==> src/rtl/link_rx_sync_pkg.sv <==
// Shared types and default parameters for the inter-board link receive stage.
package link_pkg;

  typedef enum logic [1:0] {
    IDLE     = 2'd0,
    RISE_CHK = 2'd1,
    FLIGHT   = 2'd2,
    FALL_CHK = 2'd3
  } link_state_t;

  localparam int LINK_SYNC_STAGES   = 2;
  localparam int LINK_STABLE_CYCLES = 16;
  localparam int LINK_MIN_PULSE     = 8;
  localparam int LINK_MAX_FLIGHT    = 600000;

endpackage

==> src/rtl/link_rx_sync_if.sv <==
// Partner-board link signals: raw asynchronous inputs plus the cleaned-up outputs.
interface link_rx_sync_if;
  import link_pkg::*;

  logic        in_player1_ready;
  logic        in_player2_ready;
  logic [3:0]  in_power;
  logic        in_throw_flag;

  logic        player1_ready;
  logic        player2_ready;
  logic [3:0]  remote_power;
  logic [3:0]  throw_power;
  logic        remote_throw;
  logic        throw_start;
  logic        throw_end;
  logic        link_error;
  link_state_t dbg_state;

  modport master (
    output in_player1_ready, in_player2_ready, in_power, in_throw_flag,
    input  player1_ready, player2_ready, remote_power, throw_power,
    input  remote_throw, throw_start, throw_end, link_error, dbg_state
  );

  modport slave (
    input  in_player1_ready, in_player2_ready, in_power, in_throw_flag,
    output player1_ready, player2_ready, remote_power, throw_power,
    output remote_throw, throw_start, throw_end, link_error, dbg_state
  );

endinterface

==> src/rtl/link_rx_sync_sync_stable.sv <==
// N-bit synchroniser followed by a stability filter: the output only follows the synced
// bus once it has held one value for STABLE_CYCLES consecutive cycles.
module sync_stable #(
  parameter int WIDTH         = 1,
  parameter int SYNC_STAGES   = 2,
  parameter int STABLE_CYCLES = 16
) (
  input  logic             clk_i,
  input  logic             rst_i,
  input  logic [WIDTH-1:0] d_i,
  output logic [WIDTH-1:0] q_o
);

  logic [SYNC_STAGES-1:0][WIDTH-1:0] sync_q;
  logic [WIDTH-1:0]                  synced;

  always_ff @(posedge clk_i) begin
    if (rst_i) sync_q <= '0;
    else       sync_q <= {sync_q[SYNC_STAGES-2:0], d_i};
  end

  assign synced = sync_q[SYNC_STAGES-1];

  generate
    if (STABLE_CYCLES <= 1) begin : g_bypass
      // A single stable cycle adds nothing beyond the synchroniser itself.
      assign q_o = synced;
    end else begin : g_filter
      localparam int CW = $clog2(STABLE_CYCLES + 1);
      localparam logic [CW-1:0] STABLE_MAX = CW'(STABLE_CYCLES);

      logic [WIDTH-1:0] prev_q;
      logic [CW-1:0]    cnt_q, cnt_d;
      logic [WIDTH-1:0] out_q, out_d;

      always_comb begin
        cnt_d = cnt_q;
        out_d = out_q;
        if (synced != prev_q) begin
          cnt_d = '0;
        end else if (cnt_q != STABLE_MAX) begin
          cnt_d = cnt_q + CW'(1);
          if (cnt_d == STABLE_MAX) out_d = synced;
        end
      end

      always_ff @(posedge clk_i) begin
        if (rst_i) begin
          prev_q <= '0;
          cnt_q  <= '0;
          out_q  <= '0;
        end else begin
          prev_q <= synced;
          cnt_q  <= cnt_d;
          out_q  <= out_d;
        end
      end

      assign q_o = out_q;
    end
  endgenerate

endmodule

==> src/rtl/link_rx_sync.sv <==
// Receive stage for the inter-board link: synchronises ready lines and power bus, and
// turns the raw throw flag into a filtered level with start/end pulses and a flight timeout.
module link_rx_sync
  import link_pkg::*;
#(
  parameter int SYNC_STAGES   = LINK_SYNC_STAGES,
  parameter int STABLE_CYCLES = LINK_STABLE_CYCLES,
  parameter int MIN_PULSE     = LINK_MIN_PULSE,
  parameter int MAX_FLIGHT    = LINK_MAX_FLIGHT
) (
  input  logic           clk60MHz,
  input  logic           rst,
  link_rx_sync_if.slave  link
);

  localparam int PW = $clog2(MIN_PULSE + 1);
  localparam int FW = $clog2(MAX_FLIGHT + 1);
  localparam logic [PW-1:0] PMAX = PW'(MIN_PULSE);
  localparam logic [FW-1:0] FMAX = FW'(MAX_FLIGHT);

  logic [1:0] ready_sync;
  logic [3:0] power_q;
  logic       flag_sync;

  sync_stable #(.WIDTH(2), .SYNC_STAGES(SYNC_STAGES), .STABLE_CYCLES(1)) u_ready (
    .clk_i (clk60MHz),
    .rst_i (rst),
    .d_i   ({link.in_player2_ready, link.in_player1_ready}),
    .q_o   (ready_sync)
  );

  sync_stable #(.WIDTH(4), .SYNC_STAGES(SYNC_STAGES), .STABLE_CYCLES(STABLE_CYCLES)) u_power (
    .clk_i (clk60MHz),
    .rst_i (rst),
    .d_i   (link.in_power),
    .q_o   (power_q)
  );

  sync_stable #(.WIDTH(1), .SYNC_STAGES(SYNC_STAGES), .STABLE_CYCLES(1)) u_flag (
    .clk_i (clk60MHz),
    .rst_i (rst),
    .d_i   (link.in_throw_flag),
    .q_o   (flag_sync)
  );

  link_state_t   state_q, state_d;
  logic [PW-1:0] pcnt_q, pcnt_d;
  logic [FW-1:0] fcnt_q, fcnt_d, fcnt_step;
  logic          start_q, start_d;
  logic          end_q, end_d;
  logic          rthrow_q, rthrow_d;
  logic          err_q, err_d;
  logic [3:0]    tpow_q, tpow_d;

  // All outputs are computed here as next-state values and registered below, so the
  // level and its pulses change on the same edge as the state.
  always_comb begin
    state_d   = state_q;
    pcnt_d    = pcnt_q;
    fcnt_d    = fcnt_q;
    start_d   = 1'b0;
    end_d     = 1'b0;
    err_d     = err_q;
    tpow_d    = tpow_q;
    fcnt_step = (fcnt_q == FMAX) ? fcnt_q : fcnt_q + FW'(1);

    unique case (state_q)
      IDLE: begin
        if (flag_sync) begin
          if (MIN_PULSE == 1) start_d = 1'b1;
          else begin
            state_d = RISE_CHK;
            pcnt_d  = PW'(1);
          end
        end
      end
      RISE_CHK: begin
        if (flag_sync) begin
          pcnt_d = pcnt_q + PW'(1);
          if (pcnt_d == PMAX) start_d = 1'b1;
        end else begin
          state_d = IDLE;
        end
      end
      FLIGHT: begin
        fcnt_d = fcnt_step;
        if (!flag_sync) begin
          if (MIN_PULSE == 1) end_d = 1'b1;
          else begin
            state_d = FALL_CHK;
            pcnt_d  = PW'(1);
          end
        end
      end
      FALL_CHK: begin
        fcnt_d = fcnt_step;
        if (!flag_sync) begin
          pcnt_d = pcnt_q + PW'(1);
          if (pcnt_d == PMAX) end_d = 1'b1;
        end else begin
          state_d = FLIGHT;
        end
      end
      default: state_d = IDLE;
    endcase

    if (start_d) begin
      state_d = FLIGHT;
      fcnt_d  = '0;
      tpow_d  = power_q;
    end
    if (end_d) state_d = IDLE;
    if (fcnt_d == FMAX) err_d = 1'b1;
    rthrow_d = (state_d == FLIGHT) || (state_d == FALL_CHK);
  end

  always_ff @(posedge clk60MHz) begin
    if (rst) begin
      state_q  <= IDLE;
      pcnt_q   <= '0;
      fcnt_q   <= '0;
      start_q  <= 1'b0;
      end_q    <= 1'b0;
      rthrow_q <= 1'b0;
      err_q    <= 1'b0;
      tpow_q   <= '0;
    end else begin
      state_q  <= state_d;
      pcnt_q   <= pcnt_d;
      fcnt_q   <= fcnt_d;
      start_q  <= start_d;
      end_q    <= end_d;
      rthrow_q <= rthrow_d;
      err_q    <= err_d;
      tpow_q   <= tpow_d;
    end
  end

  assign link.player1_ready = ready_sync[0];
  assign link.player2_ready = ready_sync[1];
  assign link.remote_power  = power_q;
  assign link.throw_power   = tpow_q;
  assign link.remote_throw  = rthrow_q;
  assign link.throw_start   = start_q;
  assign link.throw_end     = end_q;
  assign link.link_error    = err_q;
  assign link.dbg_state     = state_q;

endmodule
==> src/flat_wrapper.sv <==
// flat-port wrapper written by rule: the top's interface ports become plain ports
module link_rx_sync_flat import link_pkg::*;
#(
  parameter int SYNC_STAGES   = LINK_SYNC_STAGES,
  parameter int STABLE_CYCLES = LINK_STABLE_CYCLES,
  parameter int MIN_PULSE     = LINK_MIN_PULSE,
  parameter int MAX_FLIGHT    = LINK_MAX_FLIGHT
)
  (clk60MHz, rst, link_in_player1_ready, link_in_player2_ready, link_in_power, link_in_throw_flag, link_player1_ready, link_player2_ready, link_remote_power, link_throw_power, link_remote_throw, link_throw_start, link_throw_end, link_link_error, link_dbg_state);
  link_rx_sync_if link_i ();
  input  logic clk60MHz;
  input  logic rst;
  input wire logic [$bits(link_i.in_player1_ready)-1:0] link_in_player1_ready;
  input wire logic [$bits(link_i.in_player2_ready)-1:0] link_in_player2_ready;
  input wire logic [$bits(link_i.in_power)-1:0] link_in_power;
  input wire logic [$bits(link_i.in_throw_flag)-1:0] link_in_throw_flag;
  output wire logic [$bits(link_i.player1_ready)-1:0] link_player1_ready;
  output wire logic [$bits(link_i.player2_ready)-1:0] link_player2_ready;
  output wire logic [$bits(link_i.remote_power)-1:0] link_remote_power;
  output wire logic [$bits(link_i.throw_power)-1:0] link_throw_power;
  output wire logic [$bits(link_i.remote_throw)-1:0] link_remote_throw;
  output wire logic [$bits(link_i.throw_start)-1:0] link_throw_start;
  output wire logic [$bits(link_i.throw_end)-1:0] link_throw_end;
  output wire logic [$bits(link_i.link_error)-1:0] link_link_error;
  output wire logic [$bits(link_i.dbg_state)-1:0] link_dbg_state;
  assign link_i.in_player1_ready = link_in_player1_ready;
  assign link_i.in_player2_ready = link_in_player2_ready;
  assign link_i.in_power = link_in_power;
  assign link_i.in_throw_flag = link_in_throw_flag;
  assign link_player1_ready = link_i.player1_ready;
  assign link_player2_ready = link_i.player2_ready;
  assign link_remote_power = link_i.remote_power;
  assign link_throw_power = link_i.throw_power;
  assign link_remote_throw = link_i.remote_throw;
  assign link_throw_start = link_i.throw_start;
  assign link_throw_end = link_i.throw_end;
  assign link_link_error = link_i.link_error;
  assign link_dbg_state = link_i.dbg_state;
  link_rx_sync #(.SYNC_STAGES(SYNC_STAGES), .STABLE_CYCLES(STABLE_CYCLES), .MIN_PULSE(MIN_PULSE), .MAX_FLIGHT(MAX_FLIGHT)) u_core (.clk60MHz(clk60MHz), .rst(rst), .link(link_i));
endmodule
==> config.mk <==
export PLATFORM = sky130hd
export DESIGN_NAME = link_rx_sync_flat
export DESIGN_NICKNAME = d
export VERILOG_FILES = /design/src/rtl/link_rx_sync_pkg.sv /design/src/rtl/link_rx_sync_if.sv /design/src/rtl/link_rx_sync_sync_stable.sv /design/src/rtl/link_rx_sync.sv /design/src/flat_wrapper.sv
export SDC_FILE = /design/constraint.sdc
export NUM_CORES = 1
export LEC_CHECK = 0
export ABC_AREA = 1
export BUFFER_PORTS_ARGS = -buffer_cell sky130_fd_sc_hd__buf_2
export CAP_MARGIN = 40
export CELL_PAD_IN_SITES_DETAIL_PLACEMENT = 0
export CELL_PAD_IN_SITES_GLOBAL_PLACEMENT = 1
export CORE_MARGIN = 2
export CORE_UTILIZATION = 42
export DETAILED_ROUTE_END_ITERATION = 12
export GPL_TIMING_DRIVEN = 0
export HOLD_SLACK_MARGIN = 0.12
export PLACE_DENSITY = 0.83
export SLEW_MARGIN = 40
export SYNTH_ARGS = -nofsm -noshare
export SYNTH_HDL_FRONTEND = slang
export SYNTH_HIERARCHICAL = 1
export SYNTH_SLANG_ARGS = --single-unit
==> constraint.sdc <==
create_clock -name clk60MHz -period 2.42 [get_ports clk60MHz]
set_input_delay 0.605 -clock clk60MHz [delete_from_list [all_inputs] [get_ports clk60MHz]]
set_output_delay 0.605 -clock clk60MHz [all_outputs]
set_load 0.01 [all_outputs]
* Word level (Yosys, flattened, before mapping)
Index checks and enable logic that the tools add are counted.
** Cells by class
- Add/sub/neg operators :: 3
- Reduce and logical (&&, ||, !) cells :: 6
- Bitwise logic cells :: 1
- Eq/ne operators :: 15
- Mux-type cells :: 20
** Operators with widths (count)
- $mux W20 :: 3
- $eq A20 B20 Y1 const B :: 2
- $add A20 B1 Y20 const B :: 1
- $mux W4 :: 4
- $pmux W4 S4 :: 1
- $mux W2 :: 6
- $eq A2 B2 Y1 const B :: 4
- $ne A2 B2 Y1 const B :: 4
- $pmux W2 S4 :: 1
- $add A5 B1 Y5 const B :: 1
- $eq A5 B5 Y1 const B :: 1
- $mux W1 :: 5
- $ne A5 B5 Y1 const B :: 1
- $add A4 B1 Y4 const B :: 1
- $eq A4 B4 Y1 const B :: 1
- $ne A4 B4 Y1 :: 1
- $reduce_and A4 Y1 :: 1
- $reduce_or A2 Y1 :: 2
- $reduce_and A3 Y1 :: 1
- $eq A2 B1 Y1 const B :: 1
- $logic_not A2 Y1 :: 1
- $logic_or A1 B1 Y1 :: 1
- $not A1 Y1 :: 1
** Storage, ports and cells
- Bits in registers :: 61
- Word-level logic and storage cells :: 62
- Output and inout port bits :: 16

* Longest topological paths before layout
- Depth in word-level cells :: 9
- Mapped depth :: 13

* Modules after synthesis
Netlist, hierarchy kept.
** By module, submodules not included
- link_rx_sync :: sequential area each 680.7 µm², area each 1938.1 µm², times used 1, cells an instance 311
- sync_stable (u_core.u_power) :: sequential area each 420.4 µm², area each 895.9 µm², times used 1, cells an instance 121
- sync_stable (u_core.u_ready) :: sequential area each 80.1 µm², area each 125.1 µm², times used 1, cells an instance 14
- sync_stable (u_core.u_flag) :: sequential area each 40.0 µm², area each 55.1 µm², times used 1, cells an instance 6

* Worst setup path before layout
OpenSTA, ideal clock, no wires.
- Path kind :: flip-flop to flip-flop
- Start point :: register u_core.pcnt_q[0]
- End point :: register u_core.err_q, in the netlist u_core/link.link_error
- Arrival :: 1609 ps
- Slack :: 744 ps
- Required time :: 2353 ps
- Period minus slack after synthesis :: 1676 ps
- Cell stages (with the launch flop) :: 13
- Path through :: dfxtp_1 ha_1 inv_1 nand2_1 nand2_1 nor2_2 nand3_4 buf_4 nand3_1 nand2_1 nor3_2 nand3_1 a21oi_2
** Between the ends
- Longest elaborated chain between the ends :: 7
** RTL lines
- start: declaration :: RTL line link_rx_sync.sv:47 : logic [PW-1:0] pcnt_q, pcnt_d;
- start signal: assignment :: RTL line link_rx_sync.sv:129 : pcnt_q <= pcnt_d;
- $add A4 B1 Y4 :: RTL line link_rx_sync.sv:79 : pcnt_d = pcnt_q + PW'(1);
- $eq A4 B4 Y1 :: RTL line link_rx_sync.sv:80 : if (pcnt_d == PMAX) start_d = 1'b1;
- $mux W1 :: RTL line link_rx_sync.sv:80
- $mux W1 :: RTL line link_rx_sync.sv:78 : if (flag_sync) begin
- $mux W1 :: RTL line link_rx_sync.sv:67 : unique case (state_q)
- $mux W20 :: RTL line link_rx_sync.sv:107 : if (start_d) begin
- $eq A20 B20 Y1 :: RTL line link_rx_sync.sv:113 : if (fcnt_d == FMAX) err_d = 1'b1;
- end signal: assignment :: RTL line link_rx_sync.sv:134 : err_q <= err_d;
- end: declaration :: RTL line link_rx_sync.sv:52 : logic err_q, err_d;
Every way passes these cells.
A chain may end at the register's enable or synchronous reset.

* Worst setup path in the final report
Same ends and word-level chain as after synthesis.

==> results by group <==
Floorplanning
  • Die Ht: around 89 um
  • Top-Level Pins: 25
  • Die width: 88.7 um
  • Initial core utilization: 0.439
  • Die ar.: about 7900 um2
  • Core area: 6870 um2
  • # rows: 30

GRT
  • Initial antenna violation count: 0
  • First-pass GRT wire length: between 10 and 15 mm
  • Pin count of the biggest net entering global routing: 12
  • Vias in the first global route: between 2000 and 2500
  • GRT Util Overall: 0.193
  • Grt total ovfl: 0

Clock tree
  • Clk_lat worst skew: approximately 0.33 ns
  • # Post-CTS Setup Buffers: 0
  • Clock Tree Root: clkbuf_8
  • CTS max path bufs: 2
  • H-tree Lvls: 3
  • Hold Buf Count CTS: 0
  • Sink Count: just over 60
  • Post_cts resized: 0
  • Inserted Clock Buffers: 9
  • CTS tree: yes
  • Clk pin slew, worst setup/hold paths: around 0.07 ns

Synthesis
  • Syn Inst Count: 452
  • Syn. warnings: 6
  • Distinct cells, synth: 28
  • Average size of a mapped cell: between 6 and 7 um2
  • Sequential area share after synthesis: 0.405
  • Area of the mapped netlist: about 3000 um2
  • Synth Net Count: roughly 470
  • FF+latch count, synth: between 60 and 70

STA
  • Final Setup Violations: 0
  • WHS: between 0.4 and 0.5 ns
  • Fin Setup TNS: 0 ns
  • Highest clock rate: about 480 MHz
  • Final Hold Fails: 0
  • Period minus WS final: between 2 and 2.5 ns
  • Skew final: between 0.007 and 0.008 ns
  • Tcrit/Tclk final: 0.863
  • Slew headroom: 0.583
  • Worst Max-Slew Pin Slew: approximately 0.63 ns
  • Fin. max-slew vios: 0
  • RSZ-0062 raised after global routing: false

Critical path
  • CP max-delay cell: dfxtp_1
  • Setup crit end kind: flop
  • Max incr delay on CP: ~0.42 ns
  • CP Cell Sequence: ha_1, inv_1, nand2_1, nand2_1, nor2_2, nand3_4, buf_4, nand3_1, nand2_1, nor3_2, nand3_1, a21oi_2
  • Critical-path maximum fanout: 10
  • Critical Path Start: u_core/pcnt_q[0]
  • Bufs and invs on worst path: 2
  • Top delay family on crit path: simple AND/OR/NAND/NOR gates
  • Worst EP arrival: 2.35 ns
  • Worst EP required: 2.69 ns
  • Setup crit start kind: flop
  • WS Path Type: reg -> reg
  • Worst R2R Setup Slack: 0.33 ns
  • Most used cell, CP: nand2_1
  • FF-to-FF Start: u_core/pcnt_q[0]

Layout
  • Multi-input combinational cell area: between 1000 and 1500 um2
  • Fillers: approximately 740
  • Final core occ: 0.504
  • Area delta synth->final: 14.8%
  • Post-layout nets: 503
  • FF+latch area: ~1200 um2
  • Share of layout cells above drive strength 1: 0.140
  • Most frequent cells in the layout: nand2_1, nor2_1, inv_1
  • ANT cells: 0
  • Commonest non-fill, non-tap cell in the layout: nand2_1

Power and ir drop
  • Comb pwr share: 0.037
  • P_leak: 1.55 nW
  • Sw frac: 0.215
  • Clock share of power: 0.464
  • Int Pwr: about 0.0016 W
  • Psw: 0.000443 W
  • Flop pwr share: 0.499
  • Cell Pwr Density: 597 nW/um2
  • Maximum VDD drop: 304 uV

Routing
  • WL final: 6.74 mm
  • Initial drt markers: between 100 and 150
  • DR WL/cell: around 11 um
  • ANT nets after route: 0
  • TritonRoute pass-1 iters: 4
  • Vias per inst: around 4.6
  • Vias: between 2000 and 3000
  • DRC violations left: 0

Place
  • Dpl hpwl: about 5.0 mm
  • I/O Buffers: 24
  • Routability cong.: between 0.8 and 0.9

Outcome
  • Status: complete, no violations

Job
  • Total of max-cap violations: 0

Worst hold path
  • Hold_sp: u_core/u_power/sync_q[3]
  • Class of the worst hold path: reg -> reg
## power by group through the flow
| stage | clock network [W] | registers, W | logic, W |
|---|---|---|---|
| after floorplan | 0 | 0.00105 | 0.0000526 |
| after global placement | 0 | 0.00105 | 0.0000752 |
| after detailed placement | 0 | 0.00105 | 0.0000770 |
| after CTS | 0.000995 | 0.00103 | 0.0000774 |
| after global routing | 0.00104 | 0.00103 | 0.0000905 |
| final | 0.000958 | 0.00103 | 0.0000761 |
## final cells by class
cell class | instances | area share
Multi-Input combinational cell | 312 | 0.428
Sequential cell | 61 | 0.353
Inverter | 70 | 0.0759
Clock buffer | 11 | 0.0380
Timing Repair Buffer | 24 | 0.0347
Tap cell | 96 | 0.0347
Clock inverter | 5 | 0.0217
Buffer | 9 | 0.0137
## synthesized netlist by cell type
cell / n / area (um2)
and2_1: 1 / 6.26
a31oi_1: 1 / 6.26
buf_4: 3 / 22.5
nand2_1: 111 / 417
or2_1: 1 / 6.26
nand3b_1: 2 / 15.0
nor2_1: 86 / 323
nand3_1: 47 / 235
xor2_1: 2 / 17.5
nor2_2: 7 / 43.8
o21ai_0: 4 / 20.0
nor3_1: 7 / 35.0
nand3_4: 1 / 17.5
o21bai_1: 3 / 22.5
a21oi_1: 10 / 50.1
nand2_2: 3 / 18.8
nand4_1: 10 / 62.6
inv_1: 64 / 240
buf_2: 2 / 10.0
clkbuf_1: 4 / 15.0
ha_1: 7 / 87.6
nand4_2: 2 / 25.0
nor3_2: 1 / 10.0
dfxtp_1: 61 / 1220
a21oi_2: 1 / 8.76
nand3_2: 1 / 10.0
nor2_4: 4 / 45.0
inv_2: 6 / 22.5
## worst paths after layout
check,depth (start not counted),to
max,12,u_core/link.link_error
min,2,u_core/u_power/synced[3]
min reg2reg,2,u_core/u_power/synced[3]
max reg2reg,12,u_core/link.link_error
## per-layer routing
metal  part of all wire  routed length [um]  GRT usage
met5                  0                   0          0
met2               0.48                3220      0.331
met4              0.015                 100     0.0758
met3              0.028                 188     0.0448
met1               0.48                3230      0.233
## sequential cells by signal (all words and copies together) (netlist names), 2 cells and up
name / cells
u_core/fcnt_q: 20
u_core/u_power/g_filter.cnt_q: 5
u_core/link.throw_power: 4
u_core/pcnt_q: 4
u_core/u_power/g_filter.prev_q: 4
u_core/u_power/q_o: 4
u_core/u_power/sync_q: 4
u_core/u_power/synced: 4
u_core/link.dbg_state: 2
u_core/u_ready/q_o: 2
u_core/u_ready/sync_q: 2
## stage by stage
stage | cell area (um2) | std cells | worst slack, ns | power (W)
final | 3460 | 588 | 0.332 | 0.00207
after floorplan | 3010 | 452 | 0.744 | 0.00110
after global placement | 3250 | 572 | 0.351 | 0.00113
after global routing | 3460 | 588 | 0.0734 | 0.00216
after detailed placement | 3250 | 572 | 0.328 | 0.00113
after CTS | 3460 | 588 | 0.304 | 0.00210
## logic make-up (layout without fill, tap and decap cells)
| family | count (synthesis) | in the layout | share of synthesized area |
|---|---|---|---|
| XOR/XNOR | 2 | 2 | 0.00581 |
| AND/OR/NAND/NOR | 284 | 284 | 0.421 |
| AO/OA/AOI/OAI | 19 | 19 | 0.0357 |
| buffers and inverters | 79 | 119 | 0.103 |
| adder cells (fa/ha/maj) | 7 | 7 | 0.0291 |
| flip-flops | 61 | 61 | 0.405 |
## worst reg2reg max path: stages (launching register included)
cell and delay [ns]:
dfxtp_1 0.42, ha_1 0.20, inv_1 0.04, nand2_1 0.05, nand2_1 0.08, nor2_2 0.16, nand3_4 0.16, buf_4 0.22
nand3_1 0.12, nand2_1 0.09, nor3_2 0.23, nand3_1 0.15, a21oi_2 0.13
Note: power is estimated with default switching activity, not from simulation.
